File: config.mk
export PLATFORM = sky130hd
export DESIGN_NAME = current_source_ctrl
export DESIGN_NICKNAME = d
export VERILOG_FILES = /design/src/rtl/csu_ctrl_pkg.sv /design/src/rtl/csu_code_decoder.sv /design/src/rtl/current_source_ctrl.sv
export SDC_FILE = /design/constraint.sdc
export NUM_CORES = 1
export LEC_CHECK = 0
export BUFFER_PORTS_ARGS = -buffer_cell sky130_fd_sc_hd__buf_4
export CAP_MARGIN = 40
export CORE_MARGIN = 2
export CORE_UTILIZATION = 45
export DETAILED_ROUTE_END_ITERATION = 16
export PLACE_DENSITY = 0.71
export SYNTH_ARGS = -nofsm -noshare
export SYNTH_HDL_FRONTEND = slang
export SYNTH_SLANG_ARGS = --single-unit
export TNS_END_PERCENT = 1
File: constraint.sdc
create_clock -name clk -period 4.28 [get_ports clk]
set_input_delay 0.214 -clock clk [delete_from_list [all_inputs] [get_ports clk]]
set_output_delay 0.214 -clock clk [all_outputs]
set_load 0.02 [all_outputs]
File: src/rtl/csu_ctrl_pkg.sv
// Shared types and constants for the current-source array controller.
package csu_ctrl_pkg;

    typedef enum logic [2:0] {
        StOff,
        StSettle,
        StActive,
        StAtb,
        StFault
    } csu_state_e;

    localparam logic [1:0] ATB_OFF   = 2'b00;
    localparam logic [1:0] ATB_VDD18 = 2'b01;
    localparam logic [1:0] ATB_VDD08 = 2'b10;
    localparam logic [1:0] ATB_IREF  = 2'b11;

    localparam int unsigned THEM_UNITS = 16;
    localparam int unsigned BIN_BITS   = 6;

endpackage

File: src/rtl/csu_code_decoder.sv
// Combinational DAC-code to cell-enable mapping with redundant-cell repair.
// The pointer selects the first thermometer unit; a constant 0 gives units 0..N-1.
module csu_code_decoder
    import csu_ctrl_pkg::*;
(
    input  logic [9:0]          code,
    input  logic                repair_en,
    input  logic [3:0]          repair_idx,
    input  logic                lsb_repair,
    input  logic [3:0]          ptr,
    output logic [THEM_UNITS:0] them_en,
    output logic [BIN_BITS:0]   bin_en
);

    logic [3:0] count;
    logic [3:0] offset;

    always_comb begin
        count   = code[9:6];
        offset  = '0;
        them_en = '0;
        // Unit i is on when its distance from the pointer (mod 16) is below N.
        for (int i = 0; i < THEM_UNITS; i++) begin
            offset     = 4'(i) - ptr;
            them_en[i] = (offset < count);
        end
        if (repair_en && them_en[repair_idx]) begin
            them_en[repair_idx] = 1'b0;
            them_en[THEM_UNITS] = 1'b1;
        end

        bin_en = {1'b0, code[BIN_BITS-1:0]};
        if (lsb_repair) begin
            bin_en[BIN_BITS] = code[0];
            bin_en[0]        = 1'b0;
        end
    end

endmodule

File: src/rtl/current_source_ctrl.sv
// Power sequencing, code handshake and testbus scan for the current-source array.
// Define CSU_DEM_EN to rotate thermometer units with a dynamic-element-matching pointer.
module current_source_ctrl
    import csu_ctrl_pkg::*;
#(
    parameter int unsigned SETTLE_CYCLES = 64,
    parameter int unsigned TEST_CYCLES   = 16
) (
    input  logic                clk,
    input  logic                rst,
    input  logic                pwr_req,
    input  logic                ref_ok,
    input  logic                code_valid,
    output logic                code_ready,
    input  logic [9:0]          code,
    input  logic                repair_en,
    input  logic [3:0]          repair_idx,
    input  logic                lsb_repair,
    input  logic                atb_start,
    output logic                pdb,
    output logic [1:0]          atb_ena,
    output logic [THEM_UNITS:0] them_en,
    output logic [BIN_BITS:0]   bin_en,
    output logic                active,
    output logic                fault,
    output logic                atb_done
);

    localparam int unsigned CntMax = (SETTLE_CYCLES > TEST_CYCLES) ? SETTLE_CYCLES : TEST_CYCLES;
    localparam int unsigned CntW   = $clog2(CntMax);

    csu_state_e           state_q, state_d;
    logic [CntW-1:0]      cnt_q, cnt_d;
    logic [1:0]           atb_q, atb_d;
    logic [THEM_UNITS:0]  them_q, them_d, dec_them;
    logic [BIN_BITS:0]    bin_q, bin_d, dec_bin;
    logic                 pdb_q, ready_q, active_q, fault_q, done_q, done_d;
    logic                 accept;
    logic [3:0]           dem_ptr;

    // A code is only taken when the cycle is not pre-empted by a fault or power-down.
    assign accept = (state_q == StActive) && code_valid && ref_ok && pwr_req;

`ifdef CSU_DEM_EN
    logic [3:0] ptr_q, ptr_d;

    always_comb begin
        ptr_d = ptr_q;
        if (state_d == StOff) begin
            ptr_d = '0;
        end else if (accept) begin
            ptr_d = ptr_q + code[9:6];
        end
    end

    always_ff @(posedge clk) begin
        if (rst) begin
            ptr_q <= '0;
        end else begin
            ptr_q <= ptr_d;
        end
    end

    assign dem_ptr = ptr_q;
`else
    assign dem_ptr = '0;
`endif

    csu_code_decoder u_decoder (
        .code       (code),
        .repair_en  (repair_en),
        .repair_idx (repair_idx),
        .lsb_repair (lsb_repair),
        .ptr        (dem_ptr),
        .them_en    (dec_them),
        .bin_en     (dec_bin)
    );

    always_comb begin
        state_d = state_q;
        cnt_d   = cnt_q;
        atb_d   = atb_q;
        them_d  = them_q;
        bin_d   = bin_q;
        done_d  = 1'b0;

        unique case (state_q)
            StOff: begin
                if (pwr_req && ref_ok) begin
                    state_d = StSettle;
                    cnt_d   = CntW'(SETTLE_CYCLES - 1);
                end
            end
            StFault: begin
                if (!pwr_req) begin
                    state_d = StOff;
                end
            end
            default: begin
                if (!ref_ok) begin
                    state_d = StFault;
                end else if (!pwr_req) begin
                    state_d = StOff;
                end else begin
                    unique case (state_q)
                        StSettle: begin
                            if (cnt_q == '0) begin
                                state_d = StActive;
                            end else begin
                                cnt_d = cnt_q - CntW'(1);
                            end
                        end
                        StActive: begin
                            if (accept) begin
                                them_d = dec_them;
                                bin_d  = dec_bin;
                            end
                            if (atb_start) begin
                                state_d = StAtb;
                                atb_d   = ATB_VDD18;
                                cnt_d   = CntW'(TEST_CYCLES - 1);
                            end
                        end
                        default: begin
                            if (cnt_q != '0) begin
                                cnt_d = cnt_q - CntW'(1);
                            end else if (atb_q == ATB_IREF) begin
                                state_d = StActive;
                                atb_d   = ATB_OFF;
                                done_d  = 1'b1;
                            end else begin
                                atb_d = atb_q + 2'd1;
                                cnt_d = CntW'(TEST_CYCLES - 1);
                            end
                        end
                    endcase
                end
            end
        endcase

        if (state_d == StOff || state_d == StFault) begin
            them_d = '0;
            bin_d  = '0;
            atb_d  = ATB_OFF;
        end
    end

    always_ff @(posedge clk) begin
        if (rst) begin
            state_q  <= StOff;
            cnt_q    <= '0;
            atb_q    <= ATB_OFF;
            them_q   <= '0;
            bin_q    <= '0;
            pdb_q    <= 1'b0;
            ready_q  <= 1'b0;
            active_q <= 1'b0;
            fault_q  <= 1'b0;
            done_q   <= 1'b0;
        end else begin
            state_q  <= state_d;
            cnt_q    <= cnt_d;
            atb_q    <= atb_d;
            them_q   <= them_d;
            bin_q    <= bin_d;
            pdb_q    <= (state_d != StOff) && (state_d != StFault);
            ready_q  <= (state_d == StActive);
            active_q <= (state_d == StActive) || (state_d == StAtb);
            fault_q  <= (state_d == StFault);
            done_q   <= done_d;
        end
    end

    assign code_ready = ready_q;
    assign pdb        = pdb_q;
    assign atb_ena    = atb_q;
    assign them_en    = them_q;
    assign bin_en     = bin_q;
    assign active     = active_q;
    assign fault      = fault_q;
    assign atb_done   = done_q;

endmodule
==> impl_metrics.csv, run 1 <==
group,metric,value,unit
run_status,status,"finished, final reports clean",
yosys,synth_top_area_share,39.8,%
detailed_routing,first_pass_iters,5,
detailed_routing,drtIter0Drc,149,
yosys,synth-edff-count,0,
yosys,yosysMostFrequentCell,"dfxtp_1",
detailed_routing,drt.antenna.violating_nets,0,
yosys,synth_cells,246,
yosys,synth.yosys.seq_area_share,39.8,%
placed_design,gp_congestion,0.851,
finish,final_nets,315,
worst_setup_path,crit_path_cell_trace,"inv_1 -> ha_1 -> or4b_2 -> a211oi_1 -> o21ai_0 -> a32oi_1 -> nor2_1",
worst_setup_path,cp.required,4.47,ns
timing,finalSetupViolations,0,
floorplanning,die_y,70.0,um
timing,final_hold_viol_count,0,
yosys,ys.flop_type,"dfxtp_1",
timing,fin_worst_skew,0.00819,ns
cts,post_cts_buffers,0,
cts,clock_latency,0.29,ns
yosys,synth_nets,270,
cts,cts_tree,"built",
pwr,switching_share,25.5,%
worst_setup_path,max_stage_delay,0.64,ns
yosys,yosysWarnings,0,
global_routing,grt_use_total,20.3,%
detailed_routing,vias,1958,
floorplanning,fp.coreArea,4260,um^2
worst_setup_path,worstPathMaxFanout,11,
cts,cts_made_buffers,5,
yosys,synth_seq_cells,39,
worst_setup_path,crit_buf_inv,1,
pwr,leakagePower,0.979,nW
yosys,synth-async-reset-ratio,0,%
worst_setup_path,crit_family,"compound AO/OA/AOI/OAI gates",
yosys,synth.avg_cell_area,7.97,um^2
finish,drive_gt1_share,24.0,%
floorplanning,num_io_pins,53,
cts,cts_buffer_depth,2,
worst_setup_path,cp.arrival,2.51,ns
pwr,ir_drop,0.191,mV
detailed_routing,finalWirelength,4.75,mm
detailed_routing,wire_per_inst,13.8,um
hold_path,hp-class,"in -> reg",
global_routing,grt_pass1_vias,1761,
global_routing,grt_max_degree,26,
timing,slew_violations,0,
run,maxCapViolCount,0,
cts,cts-resized-gates,0,
yosys,synth_area,1960,um^2
pwr,combinationalPowerShare,13.1,%
placed_design,hpwl,3.44,mm
floorplanning,start_util,46.0,%
finish,antennaDiodeCount,0,
pwr,p_seq_share,48.6,%
floorplanning,fp-row-count,24,
cts,hold_buffers,0,
detailed_routing,routed_via_density,5.69,
yosys,synth_commonest_cells,"39 x dfxtp_1, 31 x a21oi_1, 31 x nand2_1, 25 x nor2_1, 11 x clkbuf_1",
worst_setup_path,crit_path_top_delay_cell,"or4b_2",
worst_setup_path,critPathKind,"reg -> reg",
global_routing,grt_pass1_wl,8.14,mm
yosys,netlist_top_cells_area,"dfxtp_1 40%, a21oi_1 7.9%, nand2_1 5.9%",
yosys,ys_types,54,
placed_design,port_buffers,51,
cts,h-tree-depth,2,
pwr,p_int,589,uW
timing,hold_ws,0.164,ns
worst_setup_path,end_kind,"flip-flop",
finish,syn2layout_area_growth,27.7,%
timing,fin_crit,2.32,ns
timing,period_share,54.2,%
worst_setup_path,cp-start-kind,"flip-flop",
yosys,synth.largest_area_cell,"dfxtp_1",
detailed_routing,drcViolationCount,0,
cts,clkTransAtPathRegs,0.08,ns
pwr,cellPowerDensity,316,nW/um^2
timing,max_freq,431,MHz
floorplanning,die_w,70.0,um
global_routing,antenna_found_initial,0,
pwr,netSwitchingPower,201,uW
floorplanning,dieArea,4900,um^2
cts,clockRootBuffer,"clkbuf_8",
pwr,clock_power_share,38.3,%
timing,rsz0062_at_grt,"no",
global_routing,grt-ovfl-total,0,
cts,cts.sinks,39,
timing,tns,0,ns
flip-flops by register name, summed over array words and instances (netlist names):
signal      cells
active          1
atb_done        1
atb_ena         2
bin_en          7
cnt_q           6
code_ready      1
fault           1
pdb             1
state_q         3
them_en        16
power by group through the flow:
| stage | clock [mW] | sequential (mW) | combinational, mW |
|---|---|---|---|
| floorplan | 0 | 0.389 | 0.0702 |
| global placement | 0 | 0.392 | 0.101 |
| detailed placement | 0 | 0.392 | 0.103 |
| CTS | 0.313 | 0.384 | 0.103 |
| global route | 0.328 | 0.386 | 0.115 |
| finish | 0.303 | 0.384 | 0.104 |
placed cells by master (no fill, tap or decap), drive strengths merged, types with 3 or more instances in the layout:
cell,instances
o21ai,6
nor2b,5
nand3,6
a41oi,4
a211oi,5
a21oi,31
a2111oi,3
and2,3
a311oi,4
o21a,4
nor2,25
buf,54
dfxtp,39
nor3,6
inv,9
nand2b,6
a31oi,3
clkbuf,5
nand2,32
and3,3
tightest hold or removal path: cells and delay by family:
| family | cells | cell delay (ns) |
|---|---|---|
| compound gates | 1 | 0.05 |
| buf+inv | 1 | 0.11 |
| simple gates | 1 | 0.04 |
final timing paths:
| path | startpoint | end | slack, ns | cells past startpoint |
|---|---|---|---|---|
| worst min-delay path | code[1] | bin_en[1]$_SDFFE_PP0P_ | 0.16 | 3 |
| worst min register to register | them_en[12]$_SDFFE_PP0P_ | them_en[12]$_SDFFE_PP0P_ | 0.45 | 2 |
| worst max-delay path | cnt_q[0]$_SDFFE_PP0P_ | atb_ena[1]$_SDFFE_PP0P_ | 1.96 | 7 |
| worst max register to register | cnt_q[0]$_SDFFE_PP0P_ | atb_ena[1]$_SDFFE_PP0P_ | 1.96 | 7 |
layout make-up:
cell class	instances	area (um^2)
repair buffers	54	433
clock inverters	3	43.8
inverters	9	33.8
clock buffers	5	68.8
flip-flops and latches	39	781
well taps	52	65.1
multi-input cells	182	1080
fillers	425	1760
metrics by stage:
step | cell area [um^2] | std cells | setup WS, ns | utilization, % | power, mW
after floorplan | 1960 | 246 | 2.44 | - | 0.459
final | 2500 | 344 | 1.96 | 58.7 | 0.790
after global placement | 2350 | 334 | 1.97 | 55.1 | 0.493
after global routing | 2500 | 344 | 1.69 | 58.7 | 0.829
after CTS | 2500 | 344 | 1.98 | 58.7 | 0.800
after detailed placement | 2390 | 336 | 2.00 | 56.1 | 0.494
metal layers:
metal | vias to the layer above | GRT usage, % | part of all wire (%)
li1 | 986 | - | -
met1 | 900 | 25.7 | 43
met2 | 67 | 33.1 | 49
met3 | 5 | 5.92 | 6.7
met4 | 0 | 6.84 | 1.0
met5 | - | 0 | 0
kinds of logic after synthesis:
kind of cell	after synthesis	share of synthesized area, %
simple gates	98	25.1
compound gates	81	28.1
flops	39	39.8
buf+inv	25	5.49
fa+ha+maj	2	1.28
other cells	1	0.191
(Power assumes the default switching activity.)
==> run 2: changes to the inputs <==
Clock period 4.28 ns to 2.2 ns, I/O delays scaled along.
==> run 2 against run 1 <==
Critical path depth fell by 1. Via count up 1.1%. First-iteration DRC count increased by 20%. Critical endpoint is now cnt_q[3]$_SDFFE_PP0P_.
==> impl_metrics.csv, run 2 (synthesis results as in run 1) <==
group,metric,value,unit
pwr,cellPowerDensity,621,nW/um^2
timing,tns,0,ns
timing,fin_worst_skew,0.00961,ns
timing,max_freq,515,MHz
finish,multi_input_area,1080,um^2
cts,clkTransAtPathRegs,0.08,ns
detailed_routing,routed_via_density,5.66,
worst_setup_path,cp_num_cells,6,
floorplanning,dieArea,4900,um^2
detailed_routing,drtIter0Drc,179,
pwr,finalPower,1.57,mW
finish,largest_register_ffs,16,
cts,cts_made_buffers,5,
placed_design,placed_area,2410,um^2
global_routing,grt-ovfl-total,0,
floorplanning,die_w,70.0,um
cts,clockRootBuffer,"clkbuf_8",
placed_design,port_buffers,51,
pwr,leakagePower,0.997,nW
global_routing,grt_pass1_wl,8.18,mm
global_routing,grt_max_degree,26,
worst_setup_path,crit_path_top_delay_cell,"or3b_2",
hold_path,hp-class,"in -> reg",
worst_setup_path,critPathKind,"reg -> reg",
timing,rsz0062_at_grt,"no",
cts,cts_buffer_depth,2,
cts,h-tree-depth,2,
worst_setup_path,crit_buf_inv,1,
detailed_routing,finalWirelength,4.95,mm
floorplanning,start_util,46.0,%
worst_setup_path,rrSetupSlack,0.26,ns
detailed_routing,drcViolationCount,0,
timing,final_hold_viol_count,0,
global_routing,grt_pass1_vias,1813,
cts,cts.sinks,39,
cts,clock_latency,0.29,ns
finish,final_nets,321,
placed_design,hpwl,3.47,mm
finish,drive_gt1_share,25.8,%
timing,period_share,88.2,%
global_routing,antenna_found_initial,0,
timing,fin_crit,1.94,ns
floorplanning,fp.coreArea,4260,um^2
worst_setup_path,crit_path_cell_trace,"buf_4 -> or3b_2 -> o311a_1 -> o31a_1 -> and2_4 -> a311oi_1",
timing,slew_violations,0,
timing,finalSetupViolations,0,
detailed_routing,drt.antenna.violating_nets,0,
timing,slew_headroom,65.9,%
timing,tightest_slew,0.507,ns
finish,stdcell_area,2530,um^2
worst_setup_path,cp.arrival,2.15,ns
cts,cts_tree,"built",
worst_setup_path,worstPathMaxFanout,14,
hold_path,holdPathStages,3,
run_status,status,"finished, final reports clean",
finish,register_area,781,um^2
placed_design,gp_congestion,0.895,
global_routing,grt_use_total,20.5,%
worst_setup_path,cp-start-kind,"flip-flop",
finish,layout_common_cells,"60 x buf_4, 39 x dfxtp_1, 31 x nand2_1, 31 x a21oi_1, 25 x nor2_1",
floorplanning,fp-row-count,24,
placed_design,dp_cells,342,
detailed_routing,vias,1980,
worst_setup_path,cp.required,2.41,ns
worst_setup_path,end_kind,"flip-flop",
pwr,ir_drop,0.457,mV
worst_setup_path,max_stage_delay,0.51,ns
run,maxCapViolCount,0,
finish,final_common_cell,"buf_4",
cts,hold_buffers,0,
finish,antennaDiodeCount,0,
worst_setup_path,r2r_cells,6,
floorplanning,num_io_pins,53,
detailed_routing,first_pass_iters,4,
finish,nFillCells,418,
finish,syn2layout_area_growth,28.8,%
worst_setup_path,crit_family,"simple AND/OR/NAND/NOR gates",
floorplanning,die_y,70.0,um
finish,final_cells,350,
detailed_routing,wire_per_inst,14.1,um
## run 2: cell types whose count changed in the layout (fill, tap and decap cells not counted), sizes merged
cell	previous run	this run
buf	54	60
## run 2: worst reg2reg max path: stages, from the launching register on
cell and delay [ns]:
dfxtp_1 0.32, buf_4 0.17, or3b_2 0.51, o311a_1 0.19
o31a_1 0.23, and2_4 0.19, a311oi_1 0.24
## run 2: path summary, 6_finish.rpt
check	endpoint	start
max	cnt_q[3]$_SDFFE_PP0P_	state_q[0]$_SDFF_PP0_
min	bin_en[1]$_SDFFE_PP0P_	code[1]
max reg2reg	cnt_q[3]$_SDFFE_PP0P_	state_q[0]$_SDFF_PP0_
min reg2reg	bin_en[3]$_SDFFE_PP0P_	bin_en[3]$_SDFFE_PP0P_
## run 2: layer usage
layer / global-route usage (%) / part of all wire, % / up-vias
met2: 34.7 / 47 / 67
met5: 0 / 0 / -
met1: 25.5 / 44 / 909
met4: 5.98 / 1.2 / 0
met3: 5.77 / 7.4 / 5
li1: - / - / 999
## run 2: what timing repair did
action                     4_1_cts  5_1_grt
setup endpoints to repair        0        1
gates resized for setup          0        1
setup buffers                    0        0
## run 2: cell type report
cell class	count	share of cell area, %
inverter	9	1.34
clock inverter	3	1.73
clock buffer	5	2.72
tap	52	2.58
timing repair buffer	60	17.8
multi-input combinational	182	42.9
sequential	39	30.9
## run 2: report_power, final
group | switching (mW) | internal, mW | leakage, nW | total [mW]
combinational | 0.124 | 0.0974 | 0.623 | 0.222
clock | 0.265 | 0.338 | 0.0581 | 0.603
sequential | 0.0229 | 0.721 | 0.316 | 0.744
## run 2: stage by stage
step / setup slack [ns] / hold slack [ns] / utilization, %
2_1_floorplan: 0.358 / 0.198 / -
3_3_place_gp: 0.211 / 0.364 / 56.5
6_report: 0.260 / 0.0583 / 59.2
3_5_place_dp: 0.155 / 0.374 / 56.5
5_1_grt: 0.138 / 0.0582 / 59.2
4_1_cts: 0.128 / 0.0554 / 59.1
